File: src/rtl/isa_shared_pkg.sv
// Shared store-size encodings and the store-align FSM state type.
package isa_shared;

    localparam logic [2:0] ST_B = 3'b000;
    localparam logic [2:0] ST_H = 3'b001;
    localparam logic [2:0] ST_W = 3'b010;

    typedef enum logic [1:0] {
        IDLE  = 2'd0,
        BEAT0 = 2'd1,
        BEAT1 = 2'd2,
        RESP  = 2'd3
    } st_state_e;

    function automatic logic st_size_legal(input logic [2:0] size);
        return (size == ST_B) || (size == ST_H) || (size == ST_W);
    endfunction

endpackage

File: src/rtl/store_lane_gen.sv
// Places store data into byte lanes across a two-word window and builds the matching strobes.
module store_lane_gen
    import isa_shared::*;
(
    input  logic [1:0]  off,
    input  logic [2:0]  size,
    input  logic [31:0] data,
    output logic [63:0] shifted,
    output logic [7:0]  strobe
);

    logic [63:0] dz;
    logic [7:0]  st;

    always_comb begin
        dz = '0;
        st = '0;
        case (size)
            ST_B: begin dz = {56'd0, data[7:0]};  st = 8'h01; end
            ST_H: begin dz = {48'd0, data[15:0]}; st = 8'h03; end
            ST_W: begin dz = {32'd0, data};       st = 8'h0F; end
            default: begin dz = '0; st = '0; end
        endcase
    end

    assign shifted = dz << {off, 3'b000};
    assign strobe  = st << off;

endmodule

File: src/rtl/store_align.sv
// Converts a RISC-V store of any alignment into one or two word-aligned bus write beats.
module store_align
    import isa_shared::*;
#(
    parameter int ADDR_WIDTH = 32,
    parameter int DATA_WIDTH = 32
) (
    input  logic                  clk,
    input  logic                  rst_n,
    input  logic                  req_valid,
    output logic                  req_ready,
    input  logic [ADDR_WIDTH-1:0] req_addr,
    input  logic [DATA_WIDTH-1:0] req_data,
    input  logic [2:0]            req_size,
    output logic                  mem_valid,
    input  logic                  mem_ready,
    output logic [ADDR_WIDTH-1:0] mem_addr,
    output logic [DATA_WIDTH-1:0] mem_wdata,
    output logic [3:0]            mem_wstrb,
    output logic                  done,
    output logic                  err
);

    st_state_e             state;
    logic [ADDR_WIDTH-1:0] a_q;
    logic [DATA_WIDTH-1:0] d_q;
    logic [2:0]            s_q;
    logic [63:0]           shifted;
    logic [7:0]            strobe;
    logic [ADDR_WIDTH-1:0] base;
    logic                  beat1;

    store_lane_gen u_lane (
        .off     (a_q[1:0]),
        .size    (s_q),
        .data    (d_q),
        .shifted (shifted),
        .strobe  (strobe)
    );

    always_ff @(posedge clk or negedge rst_n) begin
        if (!rst_n) begin
            state     <= IDLE;
            a_q       <= '0;
            d_q       <= '0;
            s_q       <= '0;
            req_ready <= 1'b1;
            mem_valid <= 1'b0;
            done      <= 1'b0;
            err       <= 1'b0;
        end else begin
            done <= 1'b0;
            err  <= 1'b0;
            case (state)
                IDLE: if (req_valid) begin
                    a_q       <= req_addr;
                    d_q       <= req_data;
                    s_q       <= req_size;
                    req_ready <= 1'b0;
                    if (st_size_legal(req_size)) begin
                        state     <= BEAT0;
                        mem_valid <= 1'b1;
                    end else begin
                        state <= RESP;
                        err   <= 1'b1;
                    end
                end
                // Any strobe bit past lane 3 means the store crosses into the next word.
                BEAT0: if (mem_ready) begin
                    if (|strobe[7:4]) begin
                        state <= BEAT1;
                    end else begin
                        state     <= RESP;
                        mem_valid <= 1'b0;
                        done      <= 1'b1;
                    end
                end
                BEAT1: if (mem_ready) begin
                    state     <= RESP;
                    mem_valid <= 1'b0;
                    done      <= 1'b1;
                end
                RESP: begin
                    state     <= IDLE;
                    req_ready <= 1'b1;
                end
                default: state <= IDLE;
            endcase
        end
    end

    // Beat payload is derived only from latched state, so it holds while the bus stalls.
    assign beat1     = (state == BEAT1);
    assign base      = {a_q[ADDR_WIDTH-1:2], 2'b00};
    assign mem_addr  = beat1 ? base + ADDR_WIDTH'(4) : base;
    assign mem_wdata = !mem_valid ? '0 : beat1 ? shifted[63:32] : shifted[31:0];
    assign mem_wstrb = !mem_valid ? '0 : beat1 ? strobe[7:4]    : strobe[3:0];

endmodule

File: config.mk
export PLATFORM = sky130hd
export DESIGN_NAME = store_align
export DESIGN_NICKNAME = d
export VERILOG_FILES = /design/src/rtl/isa_shared_pkg.sv /design/src/rtl/store_lane_gen.sv /design/src/rtl/store_align.sv
export SDC_FILE = /design/constraint.sdc
export NUM_CORES = 1
export LEC_CHECK = 0
export CORE_ASPECT_RATIO = 0.5
export CORE_MARGIN = 2
export CORE_UTILIZATION = 30
export CTS_CLUSTER_SIZE = 20
export DETAILED_ROUTE_END_ITERATION = 12
export GPL_TIMING_DRIVEN = 0
export PLACE_DENSITY = 0.57
export SLEW_MARGIN = 20
export SYNTH_ARGS = -nofsm -noshare
export SYNTH_HDL_FRONTEND = slang
export SYNTH_SLANG_ARGS = --single-unit
File: constraint.sdc
create_clock -name clk -period 2.05 [get_ports clk]
set_input_delay 0.205 -clock clk [delete_from_list [all_inputs] [get_ports clk]]
set_output_delay 0.205 -clock clk [all_outputs]
set_load 0.01 [all_outputs]
---- Word-level counts from Yosys, hierarchy flattened ----
Cells that the tools add are included.
word-level totals
  bits in latches ......................... 0
  bits in writable memories ............... 0
  ROM bits ................................ 0
  input port bits ......................... 71
  memories ................................ 0
  word-level logic and storage cells ...... 63
  flip-flop bits (word level) ............. 73
  output and inout bits ................... 72
cells by class
  divide/modulo/power cells ............... 0
  multipliers ............................. 0
  mux-type cells .......................... 28
  reductions and logical operators ........ 12
  eq/ne operators ......................... 12
  magnitude comparators ................... 0
  add/sub/neg operators ................... 1
  bitwise operators ....................... 0
  shift-type cells ........................ 2
operators by type and width
  cell                                                              count
  32-bit 2-to-1 mux                                                 3
  32-bit one-hot mux with 3 select lines                            1
  32-bit by 5-bit << shifter with 64-bit output                     1
  32-bit by 3-bit adder with 32-bit output (second input constant)  1
  1-bit 2-to-1 mux                                                  13
  4-bit one-hot mux with 3 select lines                             1
  2-bit inequality test (second input constant)                     5
  2-bit 2-to-1 mux                                                  4
  4-bit 2-to-1 mux                                                  2
  2-bit one-hot mux with 4 select lines                             1
  4-bit by 2-bit << shifter with 8-bit output                       1
  3-bit by 1-bit == test with 1-bit output (second input constant)  2
  3-bit by 2-bit == test with 1-bit output (second input constant)  2
  3-bit zero test                                                   2
  6-bit AND reduction                                               1
  2-bit == test (second input constant)                             2
  1-bit one-hot mux with 2 select lines                             2
  2-bit AND reduction                                               2
  4-bit OR reduction                                                1
  1-bit one-hot mux with 3 select lines                             1
  3-bit AND reduction                                               1
  3-bit nonzero test                                                1
  2-bit by 1-bit == test with 1-bit output (second input constant)  1
  2-bit zero test                                                   1
  other kinds (2)                                                   3

---- Logic depth before layout (Yosys ltp) ----
Gate-level depths: netlist of the first run.
  word-level depth ........................ 7
  mapped depth ............................ 7
  depth with buffers taken out ............ 6

---- Cells and area by module ----
Synthesis of the first run repeated with hierarchy kept, for this count alone.
unflattened totals
  cell total of the unflattened synthesis .. 494
  area, all modules ....................... 5004.8 um2
modules (own cells, without submodules)
  module          instances  cells each  sequential area each (um2)  area each (um2)
  store_align     1          337         1828.0                      3970.1
  store_lane_gen  1          157         0.0                         1034.7

---- Worst setup path before layout of the first run ----
No wires, ideal clock.
  path kind ............................... flip-flop to output port
  start point ............................. register state[0]
  end point ............................... output mem_wdata[18]
  cell stages (with the launch flop) ...... 7
  setup slack ............................. 0.076 ns
  arrival ................................. 1.769 ns
  data required time ...................... 1.845 ns
  path buffers ............................ 2
  path through ............................ dfrtp_1 -> inv_1 -> ha_1 -> clkbuf_1 -> clkbuf_1 -> o21ai_0 -> a211oi_1
on the way
  cells in the longest elaborated chain, start to end .. 3
RTL lines
  item                            RTL line           source
  start, declared                 store_align.sv:24  st_state_e state;
  start signal, assigned          store_align.sv:43  state <= IDLE;
  start signal, assigned          store_align.sv:61  state <= BEAT0;
  start signal, assigned          store_align.sv:64  state <= RESP;
  2-bit == test                   store_align.sv:93  assign beat1 = (state == BEAT1);
  32-bit 2-to-1 mux (2 in a row)  store_align.sv:96  assign mem_wdata = !mem_valid ? '0 : beat1 ? shifted[63:32] : shifted[31:0];
  end, declared                   store_align.sv:18  output logic [DATA_WIDTH-1:0] mem_wdata,
Every way passes these cells.

---- Worst setup path after layout of the first run ----
  start point ............................. register state[0]
  end point ............................... output mem_addr[19]
on the way
  cells in the longest elaborated chain, start to end .. 2
RTL lines
  item               RTL line           source
  2-bit == test      store_align.sv:93
  32-bit 2-to-1 mux  store_align.sv:95  assign mem_addr = beat1 ? base + ADDR_WIDTH'(4) : base;
  end, declared      store_align.sv:17  output logic [ADDR_WIDTH-1:0] mem_addr,
Every way passes these cells.

==> results of run 1 <==
cells in the mapped netlist, drive strengths merged (2+ instances only):
master / number / share of area (%)
dfrtp: 72 / 38
nor3: 21 / 2.3
nand4: 12 / 2.2
a211oi: 17 / 2.7
nand3: 10 / 1.0
mux2i: 26 / 5.4
xnor2: 25 / 4.6
nand2: 25 / 2.0
nand2b: 2 / 0.26
a21oi: 12 / 1.3
ha: 5 / 1.3
a2111oi: 2 / 0.36
a221oi: 8 / 1.5
mux2: 68 / 16
nor2: 59 / 4.7
nor2b: 11 / 1.4
inv: 9 / 0.70
nor4: 3 / 1.0
buf: 20 / 2.1
xor2: 4 / 0.73
a21o: 3 / 0.47
a22oi: 9 / 1.4
o21ai: 25 / 2.6
o2bb2ai: 16 / 2.9
clkbuf: 13 / 1.0
o21a: 2 / 0.31
registers in the layout (all words and copies together), names as in the netlist:
name       cells
req_ready      1
s_q            3
done           1
d_q           32
mem_valid      1
a_q           32
state          2
err            1
path summary, 6_finish.rpt:
path / endpoint / slack, ps / start
setup / recovery: mem_addr[19] / -260 / state[0]
hold / removal: a_q[16] / 400 / rst_n
setup reg to reg: mem_valid / 90 / state[1]
hold reg to reg: req_ready / 500 / req_ready
max in group asynchronous: req_ready / 1000 / rst_n
min in group clk: done / 450 / mem_ready
through the flow:
stage | hold WS, ps | utilization (%) | total power, W | setup WS, ps
floorplan | -90.6 | - | 0.00671 | 75.6
global placement | 486 | 41.6 | 0.00928 | -1990
detailed placement | 238 | 41.7 | 0.00939 | -1000
CTS | 422 | 47.9 | 0.0122 | -251
global route | 465 | 53.6 | 0.0150 | -387
finish | 404 | 53.6 | 0.0143 | -259
final cells by class:
type,instances,area (um2),share of cell area (%)
Multi-Input combinational cell,380,3750,45.1
Inverter,10,48.8,0.586
Clock buffer,10,229,2.75
Timing Repair Buffer,214,1850,22.2
Clock inverter,6,67.6,0.812
Sequential cell,73,1840,22.1
Buffer,26,288,3.46
Tap cell,204,255,3.07
timing repair:
action / 4_1_cts / 5_1_grt
hold buffers: 1 / 0
hold endpoints to repair: 40 / 0
cloned: 1 / 5
setup buffers: 34 / 34
setup endpoints to repair: 108 / 86
pin swaps: 45 / 58
resized for setup: 414 / 157
power breakdown:
group / internal (W) / leakage [nW] / switching [W]
registers: 0.00220 / 0.859 / 0.00122
logic: 0.00450 / 2.41 / 0.00481
clock network: 0.000948 / 0.139 / 0.000667
total: 0.00764 / 3.41 / 0.00669
per-layer routing:
layer  share of wire [%]  track usage, %  vias up  routed length [um]
li1                    -               -     2231                   -
met1                  43            27.6     2466                8040
met2                  48            33.0      232                9050
met3                 7.6            4.52       31                1440
met4                 1.8            4.73        0                 343
met5                   0               0        -                   0
worst register-to-register path, delay by kind of cell (launching register included):
family	cells	cell delay [ps]
AOI/OAI and AO/OA	3	840
DFF	1	400
adders and majority gates	1	220
buffers and inverters	2	210
muxes	1	150
kinds of logic (layout without fill, tap and decap cells):
group	count (synthesis)	count (layout)	synth area share [%]
AO/OA/AOI/OAI	98	99	14.1
AND/OR/NAND/NOR	150	151	15.9
flip-flops	73	73	38.0
XOR/XNOR	29	29	5.29
adder cells (fa/ha/maj)	5	5	1.30
buffers and inverters	43	266	3.88
other	1	2	0.0781
multiplexers	94	94	21.4
==> results.md, run 1 <==
CTS:
- The TritonCTS buffer count is 9.
- The clock root buffer is sky130_fd_sc_hd__clkbuf_16.
- In this run the number of H-tree levels came out at 3.
- The clock insertion delay at the later pin of the skew report is between 300 and 400 ps.
- The clock passes through at most 2 buffers.
- The clock edge transition at the registers on the reported setup and hold paths is 60 ps.
- TritonCTS built the clock tree.
- CTS saw 73 sinks.

Detailed routing:
- In the routed layout, each cell is associated on average with a via count of approximately 5.4.
- The post-detailed-routing wire length is between 15000 and 20000 um.
- The first-pass iteration count of the detailed router is 5.
- Once detail routing completed, the nets flagged for antenna violations numbered 0.
- The detailed-route via count is 4960.
- The DRC violation count after routing is 0.
- The starting DRC count in detailed routing is 380.
- The post-detailed-route wirelength per cell is 20.4 um.

Floorplan:
- From bottom edge to top edge, the die measures 93.5 um.
- For this configuration, the core starts out at a cell density of 30.9%.
- 143 I/O pins were placed.
- The total core area is 0.0155 mm2.
- The die covers approximately 0.017 mm2.
- The die is 183 um wide.
- The number of core rows is 32.

Power and ir drop:
- For this design the ratio of total power to cell area is 1720 mW/mm2.
- The peak supply drop is 692 uV.
- In this run the static leakage power is about 3.4 nW.

Placement:
- Port buffering added 140 buffers.
- The number of placed instances, taps included, is ~840.
- Once placement finished, the instance area stood at 0.00648 mm2.
- The placed wire-length estimate after detailed placement is 12000 um.
- Routability-driven placement finished with a final weighted congestion of 0.883.

Global routing:
- The initial antenna violation count is 0.
- The via count of the first global-routing pass is 4685.
- The global router's overall resource usage is 20.3%.
- The pin count of the biggest net entering global routing is 42.
- The first-pass GRT wire length is 26300 um.
- The global route total overflow is 0.

Setup path:
- The critical path goes through inv_2 -> ha_4 -> nand4_4 -> buf_6 -> nor4_4 -> buf_4 -> nand4_1 -> xnor2_1 -> buf_2.
- The count of cells along the worst register-to-register path is 7.
- The endpoint type of the worst setup path is an output pin.
- STA classifies the critical path startpoint as a flop.
- The dominant delay contributor by cell family on the critical path is buffers and inverters.
- The worst endpoint data arrival time is 2100 ps.
- The critical path is of the reg2out type.
- The total number of cells along the worst setup path is 9.
- The combined buffer and inverter count along the critical path is 4.
- The biggest fanout along the worst timing path is 5.
- The longest individual stage delay on the worst path is 400 ps.
- The cell with the biggest individual delay on the critical path is sky130_fd_sc_hd__dfrtp_1.
- STA puts the critical path data required time at 1850 ps.

STA:
- For the pin with the worst max-slew slack, the measured transition is 562 ps.
- Based on the critical path, the design can be clocked at up to between 0.4 and 0.5 GHz.
- In the post-route analysis, the smallest setup slack over all paths is -259 ps.
- The number of setup violations in the final report is 60.
- For the final database, setup skew stands at 9.45 ps.
- The count of final max-slew check failures is 0.
- Setup repair after global routing could not meet its margin everywhere.
- Headroom to the max-slew limit came out at about 63%.
- In the final timing run, aggregate negative setup slack is -9280 ps.
- The final hold violation count is 0.
- For the finished layout, the period the worst path requires is 2310 ps.
- The period utilization is 113%.

Flow run:
- The max-cap violation count is 0.

Final layout:
- The total number of nets in the final design is 790.
- Cells with a size suffix above 1 make up 53.4% of the layout.
- Relative to the synthesized area, the layout overhead comes to 73.3%.
- The count of cells in the finished layout, fillers not included, comes to 923.
- The top cell types in the final layout, fill and taps aside, are sky130_fd_sc_hd__clkdlybuf4s50_1, sky130_fd_sc_hd__mux2_2, sky130_fd_sc_hd__buf_2.
- The antenna diode count is 0.
- After routing the design area is around 0.0083 mm2.
- The number of fillers in the final layout is 1368.
- The library cell used most frequently in the layout, excluding fill and tap cells, is sky130_fd_sc_hd__clkdlybuf4s50_1.

Status:
- The checks that failed: negative setup slack.
- The run finished, with violations left.

Yosys:
- The share of synthesized registers carrying an async set or reset is 100%.
- The synthesized design contains 0 enable-type register cells.
- The gate count of the mapped netlist is 493.
- The register bit count reported by yosys is 73.
- Sequential elements use 38.0% of the synthesized area.
- The mean cell area of the mapped netlist is 9.75 um2.
- After synthesis the cells add up to about 0.0048 mm2.
- In the synthesized netlist the dominant register cell turns out to be sky130_fd_sc_hd__dfrtp_1.
- The Yosys step of the flow raised 0 warnings.
- The count of cell types in the netlist is 47.

Worst hold path:
- The min-delay analysis places its worst path in the category in2async.
No activity file was read; power rests on OpenSTA's default activity.
==> run 2: changes to the inputs <==
--- a/config.mk
+++ b/config.mk
@@ -11,5 +11,4 @@
 export CTS_CLUSTER_SIZE = 20
 export DETAILED_ROUTE_END_ITERATION = 12
-export GPL_TIMING_DRIVEN = 0
 export PLACE_DENSITY = 0.57
 export SLEW_MARGIN = 20
==> constraint.sdc (replaced) <==
create_clock -name clk -period 2.05 [get_ports clk]
set_input_delay 0.205 -clock clk [delete_from_list [all_inputs] [get_ports clk]]
set_output_delay 0.205 -clock clk [all_outputs]
set_load 0.1 [all_outputs]
==> run 2 against run 1 <==
The flow still finishes with violations (negative setup slack). Clock-buffer cell count decreased by 1. Via count fell by 0.93%. Worst hold slack got worse by 12 ps. Die area unchanged. Setup slack worse by 78 ps. First-iteration DRC count is 52% lower. Sequential cell count is the same. Global-route usage up 1.7 points. Final cell count is 2.4% higher. Non-clock buffer count increased by 21. Final area is 22% higher.
==> results.md, run 2 (synthesis results as in run 1) <==
Status:
- The run finished, with violations left.
- The final reports fail on negative setup slack.

CTS:
- The maximum number of buffers from clock root to sink is 2.
- At the later pin of the worst-skew pair, clock insertion delay measures 340 ps.
- TritonCTS built the clock tree.
- The CTS sink count is 73.
- Clock-pin slew was measured on the worst setup and hold paths at 60 ps.
- The clock root buffer is sky130_fd_sc_hd__clkbuf_16.
- The H-tree depth is 3.
- The TritonCTS buffer count is 9.

Detailed routing:
- Wires add up to approximately 18000 um.
- The first-pass iteration count of the detailed router is 4.
- After detailed routing, the average wire length per cell comes to a little under 20 um.
- The number of nets with antenna violations after routing is 0.
- After detailed routing, the met2 layer carries 9080 um of wire.
- In this run, the number of DRC markers left after iteration 0 of detailed routing was between 150 and 200.
- After detailed routing, the number of vias per cell comes to 5.20.
- The final route contains 4914 vias.
- In the detailed route, the total length drawn on met3 is 1300 um.
- In the routed design, unresolved DRC markers number 0.
- The sum of routed wire segments on met1 is approximately 7600 um.
- The highest layer touched by signal routing is met4.

Placement:
- The routability-driven placement congestion ratio is approximately 0.8.
- In this run the tool buffered the top-level ports with 140 buffer cells.
- The count of placed standard cells including taps is 877.
- Summed over all nets, the half-perimeter wirelength after detailed placement is 12200 um.
- Summing all placed instances gives a cell area of 0.00859 mm2.

STA:
- Setup repair after global routing could not meet its margin everywhere.
- The worst path setup slack after routing is -337 ps.
- The worst path in the final design needs a cycle of 2390 ps, including I/O delays and setup.
- The number of setup violations in the final report is 60.
- The count of final max-slew check failures is 0.
- Headroom to the max-slew limit came out at 63.6%.
- The top achievable clock speed is 0.419 GHz.
- For the final database, setup skew stands at 5.95 ps.
- The final hold violation count is 0.
- The final-layout setup total negative slack is -14700 ps.
- At the pin with the least slew margin, the transition time is 546 ps.
- The period utilization is 116%.

Setup path:
- The longest individual stage delay on the worst path is 440 ps.
- The signal on the critical path passes through or3b_4 -> o21ai_4 -> nand2_4 -> a211oi_4 -> buf_12.
- The endpoint type of the worst setup path is an output pin.
- The biggest fanout along the worst timing path is 4.
- The worst setup path is launched from a flop.
- The worst endpoint data arrival time is around 2200 ps.
- By startpoint and endpoint, the worst setup path is classified as reg2out.
- The critical path required time is 1850 ps.
- The cell with the biggest individual delay on the critical path is sky130_fd_sc_hd__dfrtp_2.

Flow run:
- Across the run, the number of max-cap violations was 0.

Floorplan:
- Once the floorplan was initialized, standard cells occupied between 30% and 40% of the core.
- The floorplan has 32 rows.
- Pin placement for this block handled ~140 I/O pins.
- The area of the die is 0.0171 mm2.
- Measured along the y axis, the die boundary spans 93.5 um.
- The total core area is roughly 0.016 mm2.
- The floorplan step set the die width to 183 um.

Final layout:
- The antenna diode count is 0.
- The library cell used most frequently in the layout, excluding fill and tap cells, is sky130_fd_sc_hd__buf_12.
- The area of all placed cells without fillers is 0.0102 mm2.
- The area overhead of the layout relative to synthesis is 112%.
- The total number of nets in the final design is 812.
- The share of post-route cells with drive strength above 1 is 61.9%.
- In the layout the commonest cells are sky130_fd_sc_hd__buf_12, sky130_fd_sc_hd__buf_4, sky130_fd_sc_hd__clkdlybuf4s50_1.
- The post-route non-filler standard cell count is 945.
- The largest registers in the layout are a_q x32, d_q x32, s_q x3.

Global routing:
- The global router's overall resource usage is 21.9%.
- The first global-routing pass estimated 28900 um of wire.
- The via count of the first global-routing pass is approximately 5300.
- After global routing the overflow that remains totals 0.
- The pin count of the biggest net entering global routing is 56.
- The initial antenna violation count was 0.

Worst hold path:
- The class of the worst hold path is in2async.
==> run 2: cell count changes in the layout (fill, tap and decap cells not counted), sizes merged <==
cell	change
buf	+31
clkbuf	-7
clkinv	+6
clkdlybuf4s50	-4
clkinvlp	-3
and2	-1
inv	-1
nand2	+1
==> run 2: timing repair <==
action / in CTS / in global routing
gates resized for setup: 123 / 58
cloned: 4 / 0
hold endpoints to repair: 38 / 0
setup endpoints to repair: 60 / 63
pin swaps: 63 / 50
hold buffers: 1 / 0
setup buffers: 42 / 13
==> run 2: final timing paths <==
kind | from | slack, ps | to | cells after the start
min in group clk | mem_ready | 450 | done | 3
max reg2reg | state[0] | 100 | d_q[24] | 8
min | rst_n | 390 | a_q[19] | 2
min reg2reg | req_ready | 510 | req_ready | 2
max in group asynchronous | rst_n | 1010 | req_ready | 3
max | s_q[0] | -340 | mem_wdata[22] | 5
==> run 2: area by class of cell <==
class                   count  area [um2]
fillers                  1165        5340
clock inverters             7        71.3
well taps                 204         255
multi-input cells         380        4410
inverters                  10        63.8
repair inverters            1        16.3
repair buffers            261        3310
flip-flops and latches     73        1840
clock buffers               9         225
==> run 2: per-layer routing <==
metal	up-vias	global-route usage [%]
met5	-	0
met4	0	5.00
met3	20	5.96
met2	139	37.5
met1	2480	27.9
li1	2275	-
==> run 2: metrics by stage <==
step / util, % / hold slack [ps] / setup WS, ps
CTS: 63.7 / 399 / -335
finish: 65.6 / 392 / -337
floorplan: - / -90.6 / -390
global placement: 55.3 / 234 / -68.6
global route: 65.6 / 456 / -424
detailed placement: 55.3 / 229 / -65.9
==> run 2: worst max-delay path: cells and delay by family, from the launching register on <==
| kind | cells | cell delay, ps |
|---|---|---|
| AOI/OAI and AO/OA | 2 | 610 |
| buffers and inverters | 1 | 210 |
| DFF | 1 | 440 |
| and+or+nand+nor | 2 | 580 |
Power of run 2 is left out: the tool's default activity adds up to more than one toggle a clock period on the data nets, which glitch-free logic cannot reach.
==> edit, RTL diff (settings of run 2) <==
The parameter `ADDR_WIDTH` goes from 32 to 16.
--- a/src/rtl/store_align.sv
+++ b/src/rtl/store_align.sv
@@ -2,7 +2,7 @@
 module store_align
     import isa_shared::*;
 #(
-    parameter int ADDR_WIDTH = 32,
+    parameter int ADDR_WIDTH = 16,
     parameter int DATA_WIDTH = 32
 ) (
     input  logic                  clk,
Ports: changed (resized mem_addr and req_addr); port bits go from 143 to 111. The function was not compared with the original's and may differ.
==> edit against run 2 <==
  * The run still ends with setup timing left
  * Highest routed layer unchanged
  * Design area down 27%
  * Sequential cell count down 16
  * Core utilization down 4.2 points
  * Largest cell class unchanged
  * Hold slack better by 21 ps
  * Synthesized area down 21%
  * Worst setup slack better by 63 ps
  * Routed wire length down 28%
Power is not shown: default switching activity piles up to over one toggle a cycle in this logic, so the estimate is an artifact.
==> edit: results (changes against run 2) <==
| Metric | Value |
|---|---|
| DR vias/cell | `5.223 (was 5.200)` |
| Largest net degree at the start of global routing | `58 (was 56)` |
| Synth Area in Adders | `0.01655 (was 0.01302)` |
| Final setup vio count | `46 (was 60)` |
| Max-Slew Margin vs Limit | `0.6548 (was 0.6361)` |
| Clock Skews | `4.450 ps (was 5.952 ps)` |
| CP peak stage delay | `460 ps (was 440 ps)` |
| Post-DP HPWL | `9.113 mm (was 12.18 mm)` |
| Placed insts | `667 (was 877)` |
| Most common library cells after synthesis | `dfrtp_1 (56), mux2_2 (54), nand2_1 (25), a21oi_1 (23), a211oi_1 (17) (was dfrtp_1 (72), mux2_2 (68), nor2_1 (58), mux2i_1 (26))` |
| GRT Total Usage | `0.1983 (was 0.2194)` |
| Port Buffer Count | `108 (was 140)` |
| Synthesis-stage register bit count | `57 (was 73)` |
| Post-Place Cell Area | `6475 sq um (was 8589 sq um)` |
| Area contributors post-synth | `dfrtp_1 (37%), mux2_2 (16%), a211oi_1 (3.4%), a21oi_1 (3.0%), a22oi_1 (2.8%) (was dfrtp_1 (38%), mux2_2 (16%), mux2i_1 (5.4%), xnor2_1 (4.6%), nor2_1 (4.5%))` |
| Placer Congestion | `0.8519 (was 0.8215)` |
| Via count | `3729 (was 4914)` |
| Register area share after synthesis | `0.3776 (was 0.3805)` |
| Mux contribution to synthesized area | `0.1873 (was 0.2135)` |
| Crit Path Max Fanout | `8 (was 4)` |
| Top Family by Delay on Critical Path | `simple AND/OR/NAND/NOR gates (was compound AO/OA/AOI/OAI gates)` |
| Vias in the first global route | `3796 (was 5275)` |
| Fraction of the mapped netlist area in compound gates | `0.2088 (was 0.1411)` |
| Area Growth Syn to Fin | `95.70% (was 112.2%)` |
| Setup WS post-layout | `-274.1 ps (was -337.4 ps)` |
| Iter 0 DRT Violations | `191 (was 183)` |
| H-tree depth | `3 (unchanged)` |
| Setup_tns | `-8577 ps (was -14700 ps)` |
| Arr. time, crit path | `2120 ps (was 2180 ps)` |
| Outcome | `finished with violations (unchanged)` |
| Total CTS buffers | `9 (unchanged)` |
| Yosys cell types | `55 (was 47)` |
| Xor and xnor area share after synthesis | `0.03441 (was 0.05286)` |
| Global-route wire length before repair | `20.91 mm (was 28.86 mm)` |
| Filler cell count | `944 (was 1165)` |
| Total Nets Final | `604 (was 812)` |
| Syn Inst Count | `383 (was 493)` |
| CP max stage cell | `or3b_4 (was dfrtp_2)` |
| Layout cells sized above 1 | `0.5647 (was 0.6194)` |
| Top Registers | `d_q x32, a_q x16, s_q x3 (was a_q x32, d_q x32, s_q x3)` |
| Worst slack at placement | `-29.38 ps (was -65.86 ps)` |
| WL per Instance | `18.39 microns (was 19.24 microns)` |
| Failing checks | `setup timing (unchanged)` |
[edit: kinds of logic after synthesis]
family | after synthesis
other | 1
AO/OA/AOI/OAI | 110
buffers and inverters | 42
flip-flops | 57
AND/OR/NAND/NOR | 90
multiplexers | 64
XOR/XNOR | 14
adder cells (fa/ha/maj) | 5
[edit: timing repair]
action                                 4_1_cts  5_1_grt
pin swaps                                   27       22
gates resized for setup                     59       25
hold buffers                                 1        0
setup endpoints to repair                   46       47
endpoints found under the hold margin       56        0
buffers inserted                            10       18
gates cloned                                 0        2
[edit: worst paths after layout]
kind                       slack, ps   startpoint       endpoint  cells past startpoint
setup / recovery                -270       s_q[1]  mem_wdata[11]                      7
setup reg to reg                 210     state[1]      mem_valid                      7
hold / removal                   410        rst_n        a_q[15]                      3
hold reg to reg                  500    req_ready      req_ready                      2
min in group clk                 480  req_addr[7]         a_q[7]                      2
max in group asynchronous       1320        rst_n      req_ready                      3
[edit: area by class of cell]
type / count / share of cell area
Multi-Input combinational cell: 285 / 0.4183
Timing Repair Buffer: 184 / 0.3170
Sequential cell: 57 / 0.1939
Clock buffer: 13 / 0.03382
Tap cell: 165 / 0.02790
Clock inverter: 3 / 0.005411
Inverter: 7 / 0.003551
[edit: per-layer routing]
metal / part of all wire / GRT usage
met4: 0.017 / 0.06195
met1: 0.43 / 0.2560
met3: 0.075 / 0.06494
met5: 0 / 0
met2: 0.48 / 0.3155
[edit: worst reg2reg max path, cell delays in order, from the launching register on]
cell	delay (ps)
dfrtp_1	410
ha_4	210
buf_4	140
buf_4	120
nor2_1	80
o22ai_1	160
a2111oi_2	420
mux2i_1	220
